[config.mk]
export PLATFORM = sky130hd
export DESIGN_NAME = bidir_pin_responder
export DESIGN_NICKNAME = d
export VERILOG_FILES = /design/src/rtl/bidir_link_pkg.sv /design/src/rtl/bidir_sync.sv /design/src/rtl/bidir_pin_responder.sv
export SDC_FILE = /design/constraint.sdc
export NUM_CORES = 1
export LEC_CHECK = 0
export ABC_CLOCK_PERIOD_IN_PS = 5500
export BUFFER_PORTS_ARGS = -buffer_cell sky130_fd_sc_hd__buf_2
export CORE_ASPECT_RATIO = 0.75
export CORE_UTILIZATION = 45
export CTS_CLUSTER_SIZE = 8
export DETAILED_ROUTE_END_ITERATION = 10
export MAX_ROUTING_LAYER = met4
export PLACE_DENSITY = 0.62
export SKIP_LAST_GASP = 1
export SYNTH_ARGS = -nofsm -noshare
export SYNTH_HDL_FRONTEND = slang
export SYNTH_SLANG_ARGS = --single-unit
[constraint.sdc]
create_clock -name clk48 -period 5.5 [get_ports clk48]
set_input_delay 0.825 -clock clk48 [delete_from_list [all_inputs] [get_ports clk48]]
set_output_delay 0.825 -clock clk48 [all_outputs]
set_load 0.005 [all_outputs]
[src/rtl/bidir_link_pkg.sv]
// Shared types and constants for the single-wire half-duplex responder.
// Parity support in the top level is enabled with the BIDIR_RESP_PARITY_EN macro.
package bidir_link_pkg;

    localparam int unsigned DATA_BITS = 8;
    localparam logic        LINE_IDLE = 1'b1;

    typedef enum logic [3:0] {
        IDLE,
        RX_START,
        RX_DATA,
        RX_STOP,
        WAIT_HIGH,
        TURN,
        TX_START,
        TX_DATA,
        TX_STOP
    } state_e;

    function automatic logic even_parity(input logic [DATA_BITS-1:0] d);
        return ^d;
    endfunction

endpackage

[src/rtl/bidir_sync.sv]
// Two-flop synchronizer for an asynchronous pad input, with a selectable reset level.
module bidir_sync #(
    parameter logic RESET_VAL = 1'b1
) (
    input  logic i_clk,
    input  logic i_rst_n,
    input  logic i_d,
    output logic o_q
);

    logic r_meta;
    logic r_sync;

    always_ff @(posedge i_clk or negedge i_rst_n) begin
        if (!i_rst_n) begin
            r_meta <= RESET_VAL;
            r_sync <= RESET_VAL;
        end else begin
            r_meta <= i_d;
            r_sync <= r_meta;
        end
    end

    assign o_q = r_sync;

endmodule

[src/rtl/bidir_pin_responder.sv]
// Half-duplex single-wire responder: receive a UART-style frame, wait a turnaround gap, reply.
// Define BIDIR_RESP_PARITY_EN to add an even-parity bit after bit 7 in both directions.
module bidir_pin_responder
    import bidir_link_pkg::*;
#(
    parameter int unsigned BIT_CYCLES  = 48,
    parameter int unsigned TURN_CYCLES = 96
) (
    input  logic       clk48,
    input  logic       rst_n,
    input  logic       pin_i,
    output logic       pin_o,
    output logic       pin_oe,
    input  logic       resp_en,
    input  logic [7:0] resp_data,
    output logic [7:0] rx_data,
    output logic       rx_valid,
    output logic       frame_err,
    output logic       busy
);

    localparam int unsigned CNT_W  = $clog2(BIT_CYCLES + 1);
    localparam int unsigned TURN_W = $clog2(TURN_CYCLES + 1);
`ifdef BIDIR_RESP_PARITY_EN
    localparam int unsigned PAR_BITS = 1;
`else
    localparam int unsigned PAR_BITS = 0;
`endif
    localparam int unsigned FRAME_BITS = DATA_BITS + PAR_BITS;

    localparam logic [CNT_W-1:0]  CNT_FULL  = CNT_W'(BIT_CYCLES);
    localparam logic [CNT_W-1:0]  CNT_HALF  = CNT_W'(BIT_CYCLES / 2);
    localparam logic [CNT_W-1:0]  CNT_ONE   = CNT_W'(1);
    localparam logic [TURN_W-1:0] TURN_FULL = TURN_W'(TURN_CYCLES);
    localparam logic [TURN_W-1:0] TURN_ONE  = TURN_W'(1);
    localparam logic [3:0]        IDX_LAST  = 4'(FRAME_BITS - 1);

    state_e                  r_state;
    state_e                  w_state_d;
    logic [CNT_W-1:0]        r_cnt;
    logic [CNT_W-1:0]        w_cnt_d;
    logic [TURN_W-1:0]       r_turn;
    logic [TURN_W-1:0]       w_turn_d;
    logic [3:0]              r_idx;
    logic [3:0]              w_idx_d;
    logic [FRAME_BITS-1:0]   r_rx_shift;
    logic [FRAME_BITS-1:0]   w_rx_shift_d;
    logic [FRAME_BITS-1:0]   r_tx_shift;
    logic [FRAME_BITS-1:0]   w_tx_shift_d;
    logic [DATA_BITS-1:0]    r_rx_data;
    logic [DATA_BITS-1:0]    w_rx_data_d;
    logic                    r_rx_valid;
    logic                    w_rx_valid_d;
    logic                    r_frame_err;
    logic                    w_frame_err_d;
    logic                    r_pin_o;
    logic                    w_pin_o_d;
    logic                    r_pin_oe;
    logic                    w_pin_oe_d;
    logic                    r_line_prev;

    logic                    w_line;
    logic                    w_cnt_hit;
    logic                    w_par_ok;
    logic [FRAME_BITS-1:0]   w_tx_load;

    bidir_sync #(
        .RESET_VAL (LINE_IDLE)
    ) u_sync (
        .i_clk   (clk48),
        .i_rst_n (rst_n),
        .i_d     (pin_i),
        .o_q     (w_line)
    );

`ifdef BIDIR_RESP_PARITY_EN
    // Data plus received parity must XOR to zero for even parity.
    assign w_par_ok  = ~(^r_rx_shift);
    assign w_tx_load = {even_parity(resp_data), resp_data};
`else
    assign w_par_ok  = 1'b1;
    assign w_tx_load = resp_data;
`endif

    assign w_cnt_hit = (r_cnt == CNT_ONE);

    always_comb begin
        w_state_d     = r_state;
        w_cnt_d       = r_cnt;
        w_turn_d      = r_turn;
        w_idx_d       = r_idx;
        w_rx_shift_d  = r_rx_shift;
        w_tx_shift_d  = r_tx_shift;
        w_rx_data_d   = r_rx_data;
        w_rx_valid_d  = 1'b0;
        w_frame_err_d = 1'b0;
        w_pin_o_d     = r_pin_o;
        w_pin_oe_d    = r_pin_oe;

        unique case (r_state)
            IDLE: begin
                if (r_line_prev == LINE_IDLE && w_line != LINE_IDLE) begin
                    w_state_d = RX_START;
                    w_cnt_d   = CNT_HALF;
                end
            end
            RX_START: begin
                if (w_cnt_hit) begin
                    if (w_line != LINE_IDLE) begin
                        w_state_d = RX_DATA;
                        w_cnt_d   = CNT_FULL;
                        w_idx_d   = 4'd0;
                    end else begin
                        w_state_d = IDLE;
                    end
                end else begin
                    w_cnt_d = r_cnt - CNT_ONE;
                end
            end
            RX_DATA: begin
                if (w_cnt_hit) begin
                    w_rx_shift_d = {w_line, r_rx_shift[FRAME_BITS-1:1]};
                    w_cnt_d      = CNT_FULL;
                    w_idx_d      = r_idx + 4'd1;
                    if (r_idx == IDX_LAST) begin
                        w_state_d = RX_STOP;
                    end
                end else begin
                    w_cnt_d = r_cnt - CNT_ONE;
                end
            end
            RX_STOP: begin
                if (w_cnt_hit) begin
                    if (w_line == LINE_IDLE && w_par_ok) begin
                        w_rx_valid_d = 1'b1;
                        w_rx_data_d  = r_rx_shift[DATA_BITS-1:0];
                        if (resp_en) begin
                            w_state_d = TURN;
                            w_turn_d  = TURN_FULL;
                        end else begin
                            w_state_d = IDLE;
                        end
                    end else begin
                        w_frame_err_d = 1'b1;
                        w_state_d     = (w_line == LINE_IDLE) ? IDLE : WAIT_HIGH;
                    end
                end else begin
                    w_cnt_d = r_cnt - CNT_ONE;
                end
            end
            WAIT_HIGH: begin
                if (w_line == LINE_IDLE) begin
                    w_state_d = IDLE;
                end
            end
            TURN: begin
                // First TURN cycle is the rx_valid cycle: that is when resp_data is captured.
                if (r_rx_valid) begin
                    w_tx_shift_d = w_tx_load;
                end
                if (r_turn == TURN_ONE) begin
                    w_state_d  = TX_START;
                    w_cnt_d    = CNT_FULL;
                    w_pin_oe_d = 1'b1;
                    w_pin_o_d  = 1'b0;
                end else begin
                    w_turn_d = r_turn - TURN_ONE;
                end
            end
            TX_START: begin
                if (w_cnt_hit) begin
                    w_state_d = TX_DATA;
                    w_cnt_d   = CNT_FULL;
                    w_idx_d   = 4'd0;
                    w_pin_o_d = r_tx_shift[0];
                end else begin
                    w_cnt_d = r_cnt - CNT_ONE;
                end
            end
            TX_DATA: begin
                if (w_cnt_hit) begin
                    w_cnt_d      = CNT_FULL;
                    w_idx_d      = r_idx + 4'd1;
                    w_tx_shift_d = {LINE_IDLE, r_tx_shift[FRAME_BITS-1:1]};
                    if (r_idx == IDX_LAST) begin
                        w_state_d = TX_STOP;
                        w_pin_o_d = LINE_IDLE;
                    end else begin
                        w_pin_o_d = r_tx_shift[1];
                    end
                end else begin
                    w_cnt_d = r_cnt - CNT_ONE;
                end
            end
            TX_STOP: begin
                if (w_cnt_hit) begin
                    w_state_d  = IDLE;
                    w_pin_oe_d = 1'b0;
                    w_pin_o_d  = LINE_IDLE;
                end else begin
                    w_cnt_d = r_cnt - CNT_ONE;
                end
            end
            default: begin
                w_state_d  = IDLE;
                w_pin_oe_d = 1'b0;
                w_pin_o_d  = LINE_IDLE;
            end
        endcase
    end

    // Pad controls are registered so pin_oe never glitches on state decode.
    always_ff @(posedge clk48 or negedge rst_n) begin
        if (!rst_n) begin
            r_state     <= IDLE;
            r_cnt       <= '0;
            r_turn      <= '0;
            r_idx       <= 4'd0;
            r_rx_shift  <= '0;
            r_tx_shift  <= '0;
            r_rx_data   <= '0;
            r_rx_valid  <= 1'b0;
            r_frame_err <= 1'b0;
            r_pin_o     <= LINE_IDLE;
            r_pin_oe    <= 1'b0;
            r_line_prev <= LINE_IDLE;
        end else begin
            r_state     <= w_state_d;
            r_cnt       <= w_cnt_d;
            r_turn      <= w_turn_d;
            r_idx       <= w_idx_d;
            r_rx_shift  <= w_rx_shift_d;
            r_tx_shift  <= w_tx_shift_d;
            r_rx_data   <= w_rx_data_d;
            r_rx_valid  <= w_rx_valid_d;
            r_frame_err <= w_frame_err_d;
            r_pin_o     <= w_pin_o_d;
            r_pin_oe    <= w_pin_oe_d;
            r_line_prev <= w_line;
        end
    end

    assign pin_o     = r_pin_o;
    assign pin_oe    = r_pin_oe;
    assign rx_data   = r_rx_data;
    assign rx_valid  = r_rx_valid;
    assign frame_err = r_frame_err;
    assign busy      = (r_state != IDLE);

endmodule
==> results.cfg, run 1 <==
[run_status]
status = completed

[timing]
finalCritPeriodShare = 0.461
drv_slew = 0
fin_tns_setup_ns = 0
max_freq_mhz = 394
max_slew.worst_pin.slew_ns = 0.663
hold_violations = 0
finalCriticalPeriod_ns = 2.54
setup_violations = 0
hold_ws_ns = 0.364
rsz0062_at_grt = no
worst_slack_ns = 2.96
slew_headroom = 0.558
skew_ns = 0.00801

[placed_design]
port_buffers = 24
place_ws_ns = 3.18
hpwlAfterDp_mm = 3.74
gp_congestion = 0.858

[logic_synthesis]
netlist_area_mm2 = 0.00272
synth_top_family_by_area = simple AND/OR/NAND/NOR gates
synth_xor_area_frac = 0.0129
ys_seq_elements = 52
synth_edf_count = 0
yosys_most_used_dff = dfrtp_1
yosys_warnings = 0
yosys.area_share.simple = 0.190
synth_compound_area_frac = 0.146
syn_inst = 260
ys_types = 60
syn_avg_cell_area_um2 = 10.5
ys_seq_area_frac = 0.480
synthAdderAreaFrac = 0.0230
synthArstFlopShare = 1.00
synthMuxAreaShare = 0.107
synth_nets = 277

[clocking]
clockBufferDepth = 2
clkLatencyLatePin_ns = 0.31
clock-sinks = 52
cts_resized = 0
cts_tree = yes
clkTransAtPathRegs_ns = 0.10
htree_levels = 2
cts-root-buf = clkbuf_8
cts_buffers = 5
postCtsHoldBufs = 0
post_cts_buffers = 0

[grt]
grt_pass1_vias = 1831
grt_pass1_wl_mm = 9.40
antenna_found_initial = 0
grt_max_degree = 53
overflow = 0
grt_usage = 0.194

[route]
drc = 0
drt_first_pass_iters = 4
wl_per_cell_um = 14.9
drt_iter0_drc = 129
ant_nets = 0
vias_per_cell = 5.44
vias = 1968
wl_mm = 5.38

[pwr]
vdd_drop_max_mv = 0.0958
power.density_mw_per_mm2 = 212
cellLeakagePower_uw = 0.00142
power_uw = 632

[critical_path]
critical_path.max_stage_delay_ns = 0.64
cp-start-kind = register
r2r-start = r_cnt[1]
critPathCaptureType = primary output
crit_type = reg -> out
critPathCapture = busy
crit_fanout = 20
critPathArrivalTime_ns = 1.71
crit_slowest_cell = or4_1
crit_cells = 2
reg2regPathDepth = 7
r2r_slack_ns = 3.15
crit_start = r_state[0]
rr_endpoint = r_turn[2]
required_ns = 4.68
worst-path-buf-inv = 1
cp_cell_sequence = or4_1 > buf_2
path_delay_family = simple AND/OR/NAND/NOR gates

[cells_and_area]
n_fill_cell = 555
syn2layout_area_growth_pct = 9.71
final_common_cell = dfrtp_1
num_antenna_cells = 0
mostFrequentLayoutCells = 48 x dfrtp_1, 24 x buf_2, 19 x nand2_1, 18 x o21ai_0, 16 x mux2_2
drive_above_1_share = 0.236
fin_nets = 300
final_util = 0.512

[floorplanning]
initial_core_util = 0.467
fp.dieW_um = 91.8
row_count = 24
fp.dieH_um = 69.3
io_pins = 25
die-area_mm2 = 0.00636
core-area_mm2 = 0.00583

[flow_run]
maxCapViolCount = 0

[hold_path]
hold_class = reg -> reg
holdCritStartpoint = u_sync.r_meta
## sequential cells by signal (all words and copies together) (netlist names)
signal         flops
r_tx_shift         8
r_turn             7
u_sync.o_q         1
r_rx_shift         8
pin_o              1
u_sync.r_meta      1
r_state            4
frame_err          1
pin_oe             1
rx_valid           1
r_cnt              6
r_line_prev        1
r_idx              4
rx_data            8
## worst min path at each step
stage	to	slack [ns]	cells after the start
6_report	u_sync.o_q	0.36	0
5_1_grt	u_sync.o_q	0.37	0
4_1_cts	u_sync.o_q	0.36	0
3_5_place_dp	u_sync.o_q	0.35	0
3_3_place_gp	u_sync.o_q	0.35	0
2_1_floorplan	u_sync.o_q	0.35	0
## Yosys cell counts, types with 4 or more instances
library cell,instances,area (µm²)
dfrtp_1,48,1200
nand2_1,19,71.3
o21ai_0,18,90.1
mux2_2,16,180
inv_1,15,56.3
nor2_1,15,56.3
a21oi_1,12,60.1
mux2i_1,10,100
nand3_1,10,50.1
ha_1,5,62.6
nand2b_1,5,31.3
nor2b_1,5,31.3
a31oi_1,4,25.0
dfstp_2,4,105
## final cells by class
| class | count | area (µm²) | share of cell area |
|---|---|---|---|
| clock buffers | 5 | 68.8 | 0.0231 |
| clock inverters | 3 | 25.0 | 0.00839 |
| inverters | 15 | 56.3 | 0.0189 |
| multi-input cells | 184 | 1300 | 0.436 |
| flip-flops and latches | 52 | 1310 | 0.438 |
| well taps | 78 | 97.6 | 0.0327 |
| repair buffers | 25 | 128 | 0.0428 |
## report_power, final
group / internal (µW) / switching, µW / leakage, µW
combinational: 4.70 / 10.8 / 0.000736
clock: 93.1 / 138 / 0.0000452
sequential: 384 / 0.850 / 0.000644
## kinds of logic (layout without fill, tap and decap cells)
group	after synthesis	count (layout)
buffers and inverters	24	48
and+or+nand+nor	89	89
xor gates and xnor gates	4	4
muxes	27	27
DFF	52	52
adders and majority gates	5	5
AOI/OAI and AO/OA	59	59
## stage by stage
step,area (µm²),cells
2_1_floorplan,2720,260
3_3_place_gp,2890,354
3_5_place_dp,2890,354
4_1_cts,2980,362
5_1_grt,2980,362
6_report,2980,362
## layer usage
| layer | up-vias | track usage | wire [µm] |
|---|---|---|---|
| met5 | - | - | 0 |
| met2 | 51 | 0.241 | 2190 |
| met1 | 930 | 0.317 | 2900 |
| met4 | 0 | 0.0521 | 48 |
| li1 | 983 | - | - |
| met3 | 4 | 0.0362 | 238 |
## worst register-to-register path: stages (launching register included)
cell and delay [ns]:
dfrtp_1 0.40, inv_1 0.10, ha_1 0.16, nor3b_1 0.44, and4_1 0.57, nand3b_1 0.30
nand3_1 0.15, o21ai_0 0.10
Note: power is estimated with default switching activity, not from simulation.
==> run 2: changes to the inputs <==
--- a/config.mk
+++ b/config.mk
@@ -5,7 +5,7 @@
 export SDC_FILE = /design/constraint.sdc
 export NUM_CORES = 1
 export LEC_CHECK = 0
-export ABC_CLOCK_PERIOD_IN_PS = 5500
+export ABC_CLOCK_PERIOD_IN_PS = 2380
 export BUFFER_PORTS_ARGS = -buffer_cell sky130_fd_sc_hd__buf_2
 export CORE_ASPECT_RATIO = 0.75
 export CORE_UTILIZATION = 45
==> constraint.sdc (replaced) <==
create_clock -name clk48 -period 2.38 [get_ports clk48]
set_input_delay 0.357 -clock clk48 [delete_from_list [all_inputs] [get_ports clk48]]
set_output_delay 0.357 -clock clk48 [all_outputs]
set_load 0.005 [all_outputs]
==> run 2 against run 1 <==
Net effect: global-route usage grew 0.28 points; count of clock-buffer cells in the layout increased by 1; non-clock buffer count up 9; worst setup slack got worse by 2.7 ns; highest routed layer unchanged; hold slack worse by 0.22 ns; register-to-register slack got worse by 2.9 ns; design area is 3.1% higher; routed wire length is 0.76% higher; critical path depth increased by 5; combinational power rose by 140%.
==> results.cfg, run 2 (synthesized netlist as in run 1, its figures left out) <==
[run_status]
status = completed

[floorplanning]
initial_core_util = 0.467
io_pins = 25
core-area_mm2 = 0.00583
fp.dieW_um = 91.8
die-area_mm2 = 0.00636
row_count = 24
fp.dieH_um = 69.3

[route]
wl_mm = 5.42
drt_iter0_drc = 108
wl_per_cell_um = 14.6
vias = 1990
ant_nets = 0
vias_per_cell = 5.36
drc = 0
drt_first_pass_iters = 4

[critical_path]
rr_endpoint = r_state[0]
r2r-start = r_cnt[1]
critPathArrivalTime_ns = 2.35
crit_slowest_cell = dfrtp_1
crit_type = reg -> reg
reg2regPathDepth = 7
critPathCaptureType = register
cp-start-kind = register
required_ns = 2.57
r2r_slack_ns = 0.22
critical_path.max_stage_delay_ns = 0.40
crit_fanout = 7
cp_cell_sequence = inv_1 > ha_1 > or3b_4 > nor2_2 > a21o_1 > nand3_2 > mux2_1

[cells_and_area]
drive_above_1_share = 0.256
final_common_cell = dfrtp_1
num_antenna_cells = 0
mostFrequentLayoutCells = 48 x dfrtp_1, 24 x buf_2, 19 x nand2_1, 18 x o21ai_0, 16 x mux2_2
syn2layout_area_growth_pct = 13.1
fin_nets = 309
fin_cells = 371

[timing]
setup_violations = 0
hold_violations = 0
fin_tns_setup_ns = 0
finalCriticalPeriod_ns = 2.16
drv_slew = 0
slew_headroom = 0.623
rsz0062_at_grt = no
max_freq_mhz = 462
max_slew.worst_pin.slew_ns = 0.565
finalCritPeriodShare = 0.909
skew_ns = 0.00995

[clocking]
clockBufferDepth = 2
htree_levels = 2
clkTransAtPathRegs_ns = 0.10
cts_tree = yes
clock-sinks = 52
cts-root-buf = clkbuf_8
clkLatencyLatePin_ns = 0.31
cts_buffers = 5
post_cts_buffers = 0

[placed_design]
dp.cells = 362
port_buffers = 24
hpwlAfterDp_mm = 3.92
gp_congestion = 0.893

[hold_path]
hold_path_end = u_sync.r_meta
whs_path_depth = 1
holdCritStartpoint = pin_i
hold_class = in -> reg

[grt]
grt_pass1_vias = 1966
antenna_found_initial = 0
grt_max_degree = 35
overflow = 0
grt_usage = 0.197
grt_pass1_wl_mm = 9.69

[pwr]
cellLeakagePower_uw = 0.00149
power.density_mw_per_mm2 = 503
vdd_drop_max_mv = 0.320
power_uw = 1550

[flow_run]
maxCapViolCount = 0
## run 2: worst max-delay path by stage
stage                   from    endpoint  slack, ns  cells after the start
floorplan           r_cnt[1]    r_cnt[3]       0.47                      7
global placement    r_cnt[1]    r_cnt[3]       0.24                      7
detailed placement  r_cnt[1]    r_cnt[3]       0.19                      7
CTS                 r_cnt[1]    r_cnt[3]       0.15                      7
global route        r_cnt[1]    r_idx[2]       0.05                      7
finish              r_cnt[1]  r_state[0]       0.22                      7
## run 2: cell type report
type	instances	area, µm²
tap	78	97.6
sequential	52	1310
clock buffer	6	72.6
fill	548	2750
timing repair buffer	34	198
inverter	15	56.3
clock inverter	2	38.8
multi-input combinational	184	1310
## run 2: metrics by stage
step / setup slack, ns / hold WS [ns] / cell area (µm²) / util
after floorplan: 0.466 / 0.0614 / 2720 / -
after global placement: 0.244 / 0.345 / 2950 / 0.506
after detailed placement: 0.186 / 0.341 / 2950 / 0.506
after CTS: 0.146 / 0.136 / 3070 / 0.527
after global routing: 0.0516 / 0.133 / 3080 / 0.528
final: 0.216 / 0.146 / 3080 / 0.528
## run 2: worst max-delay path: cells and delay by family, from the launching register on
kind,cells,cell delay [ns]
muxes,1,0.34
DFF,1,0.40
and+or+nand+nor,3,0.82
adders and majority gates,1,0.18
buffers and inverters,1,0.09
AOI/OAI and AO/OA,1,0.21
## run 2: routing by layer
layer	routed length, µm	vias to the layer above	part of all wire	GRT usage
li1	-	997	-	-
met3	232	4	0.043	0.0318
met2	2200	45	0.41	0.272
met1	2960	944	0.55	0.304
met4	29	0	0.0053	0.0451
met5	0	-	0	-
## run 2: power breakdown
group	total (µW)	internal [µW]	switching, µW	leakage, µW
Sequential	890	888	1.97	0.000644
Clock	619	318	301	0.0000558
Combinational	37.7	13.0	24.6	0.000787
Total	1550	1220	328	0.00149
## run 2: repair_timing
action                                 CTS  global route
setup endpoints to repair                0             5
hold buffers                             1             0
gates resized for setup                  0             1
endpoints found under the hold margin    1             0
